`config.mk`:
```
export PLATFORM = sky130hd
export DESIGN_NAME = imm_extend_stage
export DESIGN_NICKNAME = d
export VERILOG_FILES = /design/src/rtl/imm_extend_stage.sv
export SDC_FILE = /design/constraint.sdc
export NUM_CORES = 1
export LEC_CHECK = 0
export ABC_AREA = 1
export CAP_MARGIN = 10
export CELL_PAD_IN_SITES_DETAIL_PLACEMENT = 0
export CELL_PAD_IN_SITES_GLOBAL_PLACEMENT = 1
export CORE_MARGIN = 1.5
export CORE_UTILIZATION = 30
export CTS_BUF_LIST = sky130_fd_sc_hd__clkbuf_4 sky130_fd_sc_hd__clkbuf_8
export DETAILED_ROUTE_END_ITERATION = 7
export PLACE_DENSITY_LB_ADDON = 0.3
export SKIP_CTS_REPAIR_TIMING = 1
export SLEW_MARGIN = 10
export SYNTH_ARGS = -nofsm -noshare
export SYNTH_HDL_FRONTEND = slang
export SYNTH_SLANG_ARGS = --single-unit
export TNS_END_PERCENT = 100
```
`constraint.sdc`:
```
create_clock -name clk -period 1.5 [get_ports clk]
set_input_delay 0.225 -clock clk [delete_from_list [all_inputs] [get_ports clk]]
set_output_delay 0.225 -clock clk [all_outputs]
set_load 0.01 [all_outputs]
```
`src/rtl/imm_extend_stage.sv`:
```
// Pipelined MIPS32 immediate generator with valid/ready handshake and flush.
// Optional two-entry storage with registered in_ready: define IMM_SKID_BUFFER_EN.
module imm_extend_stage (
    input  logic        clk,
    input  logic        rst_n,
    input  logic        flush,
    input  logic [31:0] in_instr,
    input  logic        in_valid,
    output logic        in_ready,
    output logic [31:0] out_imm,
    output logic [2:0]  out_mode,
    output logic        out_illegal,
    output logic        out_valid,
    input  logic        out_ready
);

    localparam int unsigned IMM_W  = 32;
    localparam int unsigned MODE_W = 3;
    localparam int unsigned OP_W   = 6;

    localparam logic [MODE_W-1:0] MODE_NONE   = MODE_W'(0);
    localparam logic [MODE_W-1:0] MODE_SEXT   = MODE_W'(1);
    localparam logic [MODE_W-1:0] MODE_ZEXT   = MODE_W'(2);
    localparam logic [MODE_W-1:0] MODE_LUI    = MODE_W'(3);
    localparam logic [MODE_W-1:0] MODE_BRANCH = MODE_W'(4);
    localparam logic [MODE_W-1:0] MODE_JUMP   = MODE_W'(5);

    typedef struct packed {
        logic [IMM_W-1:0]  imm;
        logic [MODE_W-1:0] mode;
        logic              illegal;
    } imm_entry_t;

    logic [OP_W-1:0] op;
    logic [15:0]     imm16;
    logic [25:0]     tgt;
    imm_entry_t      dec_c;

    assign op    = in_instr[31:26];
    assign imm16 = in_instr[15:0];
    assign tgt   = in_instr[25:0];

    // Opcode classification and immediate formation
    always_comb begin
        dec_c = '0;
        case (op)
            6'h00: begin
                dec_c.mode = MODE_NONE;
            end
            6'h08, 6'h09, 6'h0A, 6'h0B,
            6'h20, 6'h21, 6'h22, 6'h23, 6'h24, 6'h25,
            6'h28, 6'h29, 6'h2B: begin
                dec_c.imm  = {{16{imm16[15]}}, imm16};
                dec_c.mode = MODE_SEXT;
            end
            6'h0C, 6'h0D, 6'h0E: begin
                dec_c.imm  = {16'h0, imm16};
                dec_c.mode = MODE_ZEXT;
            end
            6'h0F: begin
                dec_c.imm  = {imm16, 16'h0};
                dec_c.mode = MODE_LUI;
            end
            6'h04, 6'h05, 6'h06, 6'h07: begin
                dec_c.imm  = {{14{imm16[15]}}, imm16, 2'b00};
                dec_c.mode = MODE_BRANCH;
            end
            6'h02, 6'h03: begin
                dec_c.imm  = {4'h0, tgt, 2'b00};
                dec_c.mode = MODE_JUMP;
            end
            default: begin
                dec_c.illegal = 1'b1;
            end
        endcase
    end

    imm_entry_t out_q;
    imm_entry_t out_d;
    logic       out_valid_q;
    logic       out_valid_d;

    assign out_imm     = out_q.imm;
    assign out_mode    = out_q.mode;
    assign out_illegal = out_q.illegal;
    assign out_valid   = out_valid_q;

`ifdef IMM_SKID_BUFFER_EN
    imm_entry_t skid_q;
    imm_entry_t skid_d;
    logic       skid_valid_q;
    logic       skid_valid_d;
    logic       in_ready_q;

    assign in_ready = in_ready_q;

    // A full skid implies in_ready is low, so no input is taken that cycle
    always_comb begin
        out_d        = out_q;
        out_valid_d  = out_valid_q;
        skid_d       = skid_q;
        skid_valid_d = skid_valid_q;
        if (flush) begin
            out_valid_d  = 1'b0;
            skid_valid_d = 1'b0;
        end else if (skid_valid_q) begin
            if (out_ready) begin
                out_d        = skid_q;
                skid_valid_d = 1'b0;
            end
        end else if (in_valid) begin
            if (!out_valid_q || out_ready) begin
                out_d       = dec_c;
                out_valid_d = 1'b1;
            end else begin
                skid_d       = dec_c;
                skid_valid_d = 1'b1;
            end
        end else if (out_ready) begin
            out_valid_d = 1'b0;
        end
    end

    always_ff @(posedge clk or negedge rst_n) begin
        if (!rst_n) begin
            out_q        <= '0;
            out_valid_q  <= 1'b0;
            skid_q       <= '0;
            skid_valid_q <= 1'b0;
            in_ready_q   <= 1'b1;
        end else begin
            out_q        <= out_d;
            out_valid_q  <= out_valid_d;
            skid_q       <= skid_d;
            skid_valid_q <= skid_valid_d;
            in_ready_q   <= !skid_valid_d;
        end
    end
`else
    assign in_ready = !out_valid_q || out_ready;

    always_comb begin
        out_d       = out_q;
        out_valid_d = out_valid_q;
        if (flush) begin
            out_valid_d = 1'b0;
        end else if (in_valid && in_ready) begin
            out_d       = dec_c;
            out_valid_d = 1'b1;
        end else if (out_ready) begin
            out_valid_d = 1'b0;
        end
    end

    always_ff @(posedge clk or negedge rst_n) begin
        if (!rst_n) begin
            out_q       <= '0;
            out_valid_q <= 1'b0;
        end else begin
            out_q       <= out_d;
            out_valid_q <= out_valid_d;
        end
    end
`endif

endmodule

```
==> report_table.html <==
<table>
<tr><th>Metric</th><th>Value</th></tr>
<tr><th colspan="2">Placement</th></tr>
<tr><td>Quantity of I/O buffers inserted on ports</td><td>74</td></tr>
<tr><td>Routability congestion estimate</td><td>0.8322</td></tr>
<tr><td>DPL Wire Length</td><td>5160 µm</td></tr>
<tr><th colspan="2">STA</th></tr>
<tr><td>Max Transition Viols Final</td><td>0</td></tr>
<tr><td>Relative slew slack</td><td>69.34%</td></tr>
<tr><td>RSZ-0062 raised after global routing</td><td>no</td></tr>
<tr><td>Final clock period utilization by the worst path</td><td>98.08%</td></tr>
<tr><td>Count of final setup violators</td><td>0</td></tr>
<tr><td>Worst hold slack after final layout</td><td>409.5 ps</td></tr>
<tr><td>Post-route setup TNS</td><td>0 ps</td></tr>
<tr><td>Final setup skew</td><td>10.06 ps</td></tr>
<tr><td>Hold Vio Cnt, Final</td><td>0</td></tr>
<tr><td>Shortest clock period the worst path allows after layout</td><td>1471 ps</td></tr>
<tr><td>Least-Margin Pin Slew</td><td>459.9 ps</td></tr>
<tr><td>Highest clock rate</td><td>679.7 MHz</td></tr>
<tr><th colspan="2">Clock network</th></tr>
<tr><td>Number of H-tree levels</td><td>2</td></tr>
<tr><td>Clock latency on the worst-skew pair</td><td>290 ps</td></tr>
<tr><td>Clock sink count</td><td>37</td></tr>
<tr><td>Clk root buf</td><td>sky130_fd_sc_hd__clkbuf_8</td></tr>
<tr><td>CTS tree</td><td>yes</td></tr>
<tr><td>Cts bufs inserted</td><td>5</td></tr>
<tr><td>Clock-pin slew on the worst setup and hold paths</td><td>80 ps</td></tr>
<tr><td>Number of buffers on the longest clock path</td><td>2</td></tr>
<tr><th colspan="2">Run status</th></tr>
<tr><td>Outcome</td><td>finished, final reports clean</td></tr>
<tr><th colspan="2">Critical path</th></tr>
<tr><td>Cell-by-cell trace of the critical path</td><td>clkdlybuf4s50_1</td></tr>
<tr><td>Critical path start-end classification</td><td>flip-flop to output port</td></tr>
<tr><td>Max stage delay on crit path</td><td>560 ps</td></tr>
<tr><td>Cell family with the largest share of critical-path delay</td><td>buffers and inverters</td></tr>
<tr><td>Crit path buf inv count</td><td>1</td></tr>
<tr><td>Reg2reg setup slack</td><td>210 ps</td></tr>
<tr><td>Req. time, crit path</td><td>1270 ps</td></tr>
<tr><td>Critical Path Slowest Stage Cell</td><td>sky130_fd_sc_hd__clkdlybuf4s50_1</td></tr>
<tr><td>Critical path capture point type</td><td>output port</td></tr>
<tr><td>Launching element type of the critical path</td><td>flip-flop</td></tr>
<tr><td>Data arrival time of the critical path</td><td>1250 ps</td></tr>
<tr><td>Largest fanout on the critical path</td><td>2</td></tr>
<tr><th colspan="2">Synthesis</th></tr>
<tr><td>Compound-Gate Fraction of Synth Area</td><td>7.763%</td></tr>
<tr><td>Area contributors post-synth</td><td>sky130_fd_sc_hd__dfrtp_1 (40%), sky130_fd_sc_hd__nand2_1 (22%), sky130_fd_sc_hd__nor2_1 (7.3%)</td></tr>
<tr><td>Dominant combinational cell family by area after synthesis</td><td>simple AND/OR/NAND/NOR gates</td></tr>
<tr><td>Adder-cell share of the synthesized area</td><td>0%</td></tr>
<tr><td>Xor/xnor share of the synthesized area</td><td>0%</td></tr>
<tr><td>Post-synthesis cell type with the largest combined area</td><td>sky130_fd_sc_hd__dfrtp_1</td></tr>
<tr><td>Share of the synthesized area in the top cell type</td><td>40.17%</td></tr>
<tr><td>Combined area of all synthesized cells</td><td>0.002305 mm²</td></tr>
<tr><td>Multiplexer share of the synthesized area</td><td>0%</td></tr>
<tr><td>Post-synthesis area per instance</td><td>6.623 µm²</td></tr>
<tr><td>Warning count from the yosys run</td><td>0</td></tr>
<tr><td>Total of flip-flops plus latches after synthesis</td><td>37</td></tr>
<tr><td>Synth Area in Simple Gates</td><td>41.31%</td></tr>
<tr><td>Number of distinct standard cells referenced by the synthesized netlist</td><td>22</td></tr>
<tr><td>Sequential cell area fraction in the yosys report</td><td>40.17%</td></tr>
<tr><td>Synthesized net count</td><td>385</td></tr>
<tr><td>Number of instances in the synthesized netlist</td><td>348</td></tr>
<tr><th colspan="2">Die</th></tr>
<tr><td>Chip height</td><td>90.65 µm</td></tr>
<tr><td>Core Area</td><td>0.007331 mm²</td></tr>
<tr><td>Die width</td><td>90.65 µm</td></tr>
<tr><td>Initial Utilization</td><td>31.44%</td></tr>
<tr><td>Overall die area</td><td>0.008217 mm²</td></tr>
<tr><td># rows</td><td>31</td></tr>
<tr><td>IO Pins</td><td>75</td></tr>
<tr><th colspan="2">GRT</th></tr>
<tr><td>Remaining global-route overflow</td><td>0</td></tr>
<tr><td>Total routing resource utilization after global routing</td><td>17.61%</td></tr>
<tr><td>Vias in the first global route</td><td>2439</td></tr>
<tr><td>Maximum number of pins on one net before global-route repair</td><td>22</td></tr>
<tr><td>Wire length of the first global-routing pass</td><td>11640 µm</td></tr>
<tr><td>Number of antenna violations at the first check in global routing</td><td>0</td></tr>
<tr><th colspan="2">Min path</th></tr>
<tr><td>Kind of path behind the tightest hold check</td><td>primary input to async pin</td></tr>
<tr><th colspan="2">Finish</th></tr>
<tr><td>Nets</td><td>484</td></tr>
<tr><td>Antenna cells</td><td>0</td></tr>
<tr><td>Fillers</td><td>754</td></tr>
<tr><td>Relative area change from synthesis to final layout</td><td>52.39%</td></tr>
<tr><td>Share of cells above drive strength 1</td><td>15.40%</td></tr>
<tr><th colspan="2">Route</th></tr>
<tr><td>DRC violations left</td><td>0</td></tr>
<tr><td>First-iteration detailed-routing DRC count</td><td>83</td></tr>
<tr><td>Iteration count of the initial detailed-routing pass</td><td>4</td></tr>
<tr><td>Detail-routed net length per standard cell</td><td>12.80 µm</td></tr>
<tr><td>Vias</td><td>2448</td></tr>
<tr><td>Wire length after detailed routing</td><td>7001 µm</td></tr>
<tr><td>Vias per Instance</td><td>4.475</td></tr>
<tr><td>Antenna Violating Nets Remaining</td><td>0</td></tr>
<tr><th colspan="2">Power</th></tr>
<tr><td>Total power density per cell area</td><td>759.1 mW/mm²</td></tr>
<tr><td>Peak supply drop</td><td>0.3871 mV</td></tr>
<tr><td>Reported leakage power</td><td>1.964 nW</td></tr>
<tr><th colspan="2">Flow run</th></tr>
<tr><td>Reported max-cap violation count</td><td>0</td></tr>
</table>
flip-flops by register name (all words and copies together), names as in the netlist:
register,count
out_valid,1
out_imm,32
out_illegal,1
out_mode,3
layer usage:
layer	wire length (µm)	GRT usage, %	vias to the layer above
li1	-	-	1259
met1	3311	22.30	1133
met2	3385	30.58	52
met3	244	3.114	4
met4	59	4.762	0
met5	0	0	-
cells in the final DEF (no fill, tap or decap), types with 3 or more instances in the layout:
cell / synthesis / routed
sky130_fd_sc_hd__buf_4: 1 / 25
sky130_fd_sc_hd__nor2_1: 45 / 43
sky130_fd_sc_hd__dfrtp_1: 37 / 37
sky130_fd_sc_hd__nor2_2: 3 / 3
sky130_fd_sc_hd__a21oi_1: 17 / 17
sky130_fd_sc_hd__buf_12: 1 / 6
sky130_fd_sc_hd__inv_1: 37 / 37
sky130_fd_sc_hd__clkbuf_8: 0 / 5
sky130_fd_sc_hd__o21ai_0: 16 / 16
sky130_fd_sc_hd__clkdlybuf4s50_1: 0 / 66
sky130_fd_sc_hd__dlymetal6s2s_1: 0 / 7
sky130_fd_sc_hd__inv_2: 4 / 4
sky130_fd_sc_hd__nand2_2: 13 / 15
sky130_fd_sc_hd__nor2_4: 1 / 3
sky130_fd_sc_hd__nand3_1: 18 / 18
sky130_fd_sc_hd__nand2_1: 135 / 133
cells in the mapped netlist:
cell / n
sky130_fd_sc_hd__nand4_1: 2
sky130_fd_sc_hd__nor3_4: 1
sky130_fd_sc_hd__buf_6: 2
sky130_fd_sc_hd__nand2_4: 1
sky130_fd_sc_hd__o21ai_0: 16
sky130_fd_sc_hd__nor2_1: 45
sky130_fd_sc_hd__buf_2: 5
sky130_fd_sc_hd__a31oi_1: 1
sky130_fd_sc_hd__inv_1: 37
sky130_fd_sc_hd__dfrtp_1: 37
sky130_fd_sc_hd__buf_4: 1
sky130_fd_sc_hd__nand3_4: 2
sky130_fd_sc_hd__nor2_2: 3
sky130_fd_sc_hd__nand3_1: 18
sky130_fd_sc_hd__inv_2: 4
sky130_fd_sc_hd__nand2_2: 13
sky130_fd_sc_hd__nand2_1: 135
sky130_fd_sc_hd__clkbuf_1: 5
sky130_fd_sc_hd__nor2_4: 1
sky130_fd_sc_hd__a21oi_1: 17
sky130_fd_sc_hd__buf_12: 1
sky130_fd_sc_hd__o211ai_1: 1
worst paths after layout:
kind                              start          end  depth (start not counted)
setup / recovery            out_imm[16]  out_imm[16]                          1
hold / removal                    rst_n  out_imm[28]                          2
setup reg to reg              out_valid  out_illegal                          8
hold reg to reg              out_imm[6]   out_imm[6]                          2
max in group asynchronous         rst_n   out_imm[4]                          3
min in group clk           in_instr[26]  out_illegal                          4
stage by stage:
stage                     worst slack, ps  utilization [%]  area (µm²)  total power (W)  instances
after floorplan                     160.3                -        2305         0.001489        348
after global placement             -307.4            45.50        3336         0.001950        534
after detailed placement           -344.5            45.50        3336         0.001956        534
after CTS                          -190.6            46.68        3422         0.002670        542
after global routing                1.605            47.91        3512         0.002819        547
final                               28.77            47.91        3512         0.002666        547
power by group:
part | switching, W | internal, W | total [W]
registers | 0.0000610 | 0.00110 | 0.00116
clock network | 0.000373 | 0.000341 | 0.000714
logic | 0.000373 | 0.000420 | 0.000792
total | 0.000807 | 0.00186 | 0.00267
layout make-up:
type	instances	area (µm²)	share of cell area (%)
flip-flops and latches	37	925.9	26.36
clock inverters	2	10.01	0.2850
repair buffers	106	1071	30.50
inverters	41	153.9	4.382
well taps	99	123.9	3.527
multi-input cells	256	1151	32.78
clock buffers	6	76.32	2.173
kinds of logic (layout without fill, tap and decap cells):
logic type,after synthesis,in the layout
flip-flops,37,37
buffers and inverters,55,155
AO/OA/AOI/OAI,35,35
AND/OR/NAND/NOR,221,221
Note: power is estimated with default switching activity, not from simulation.
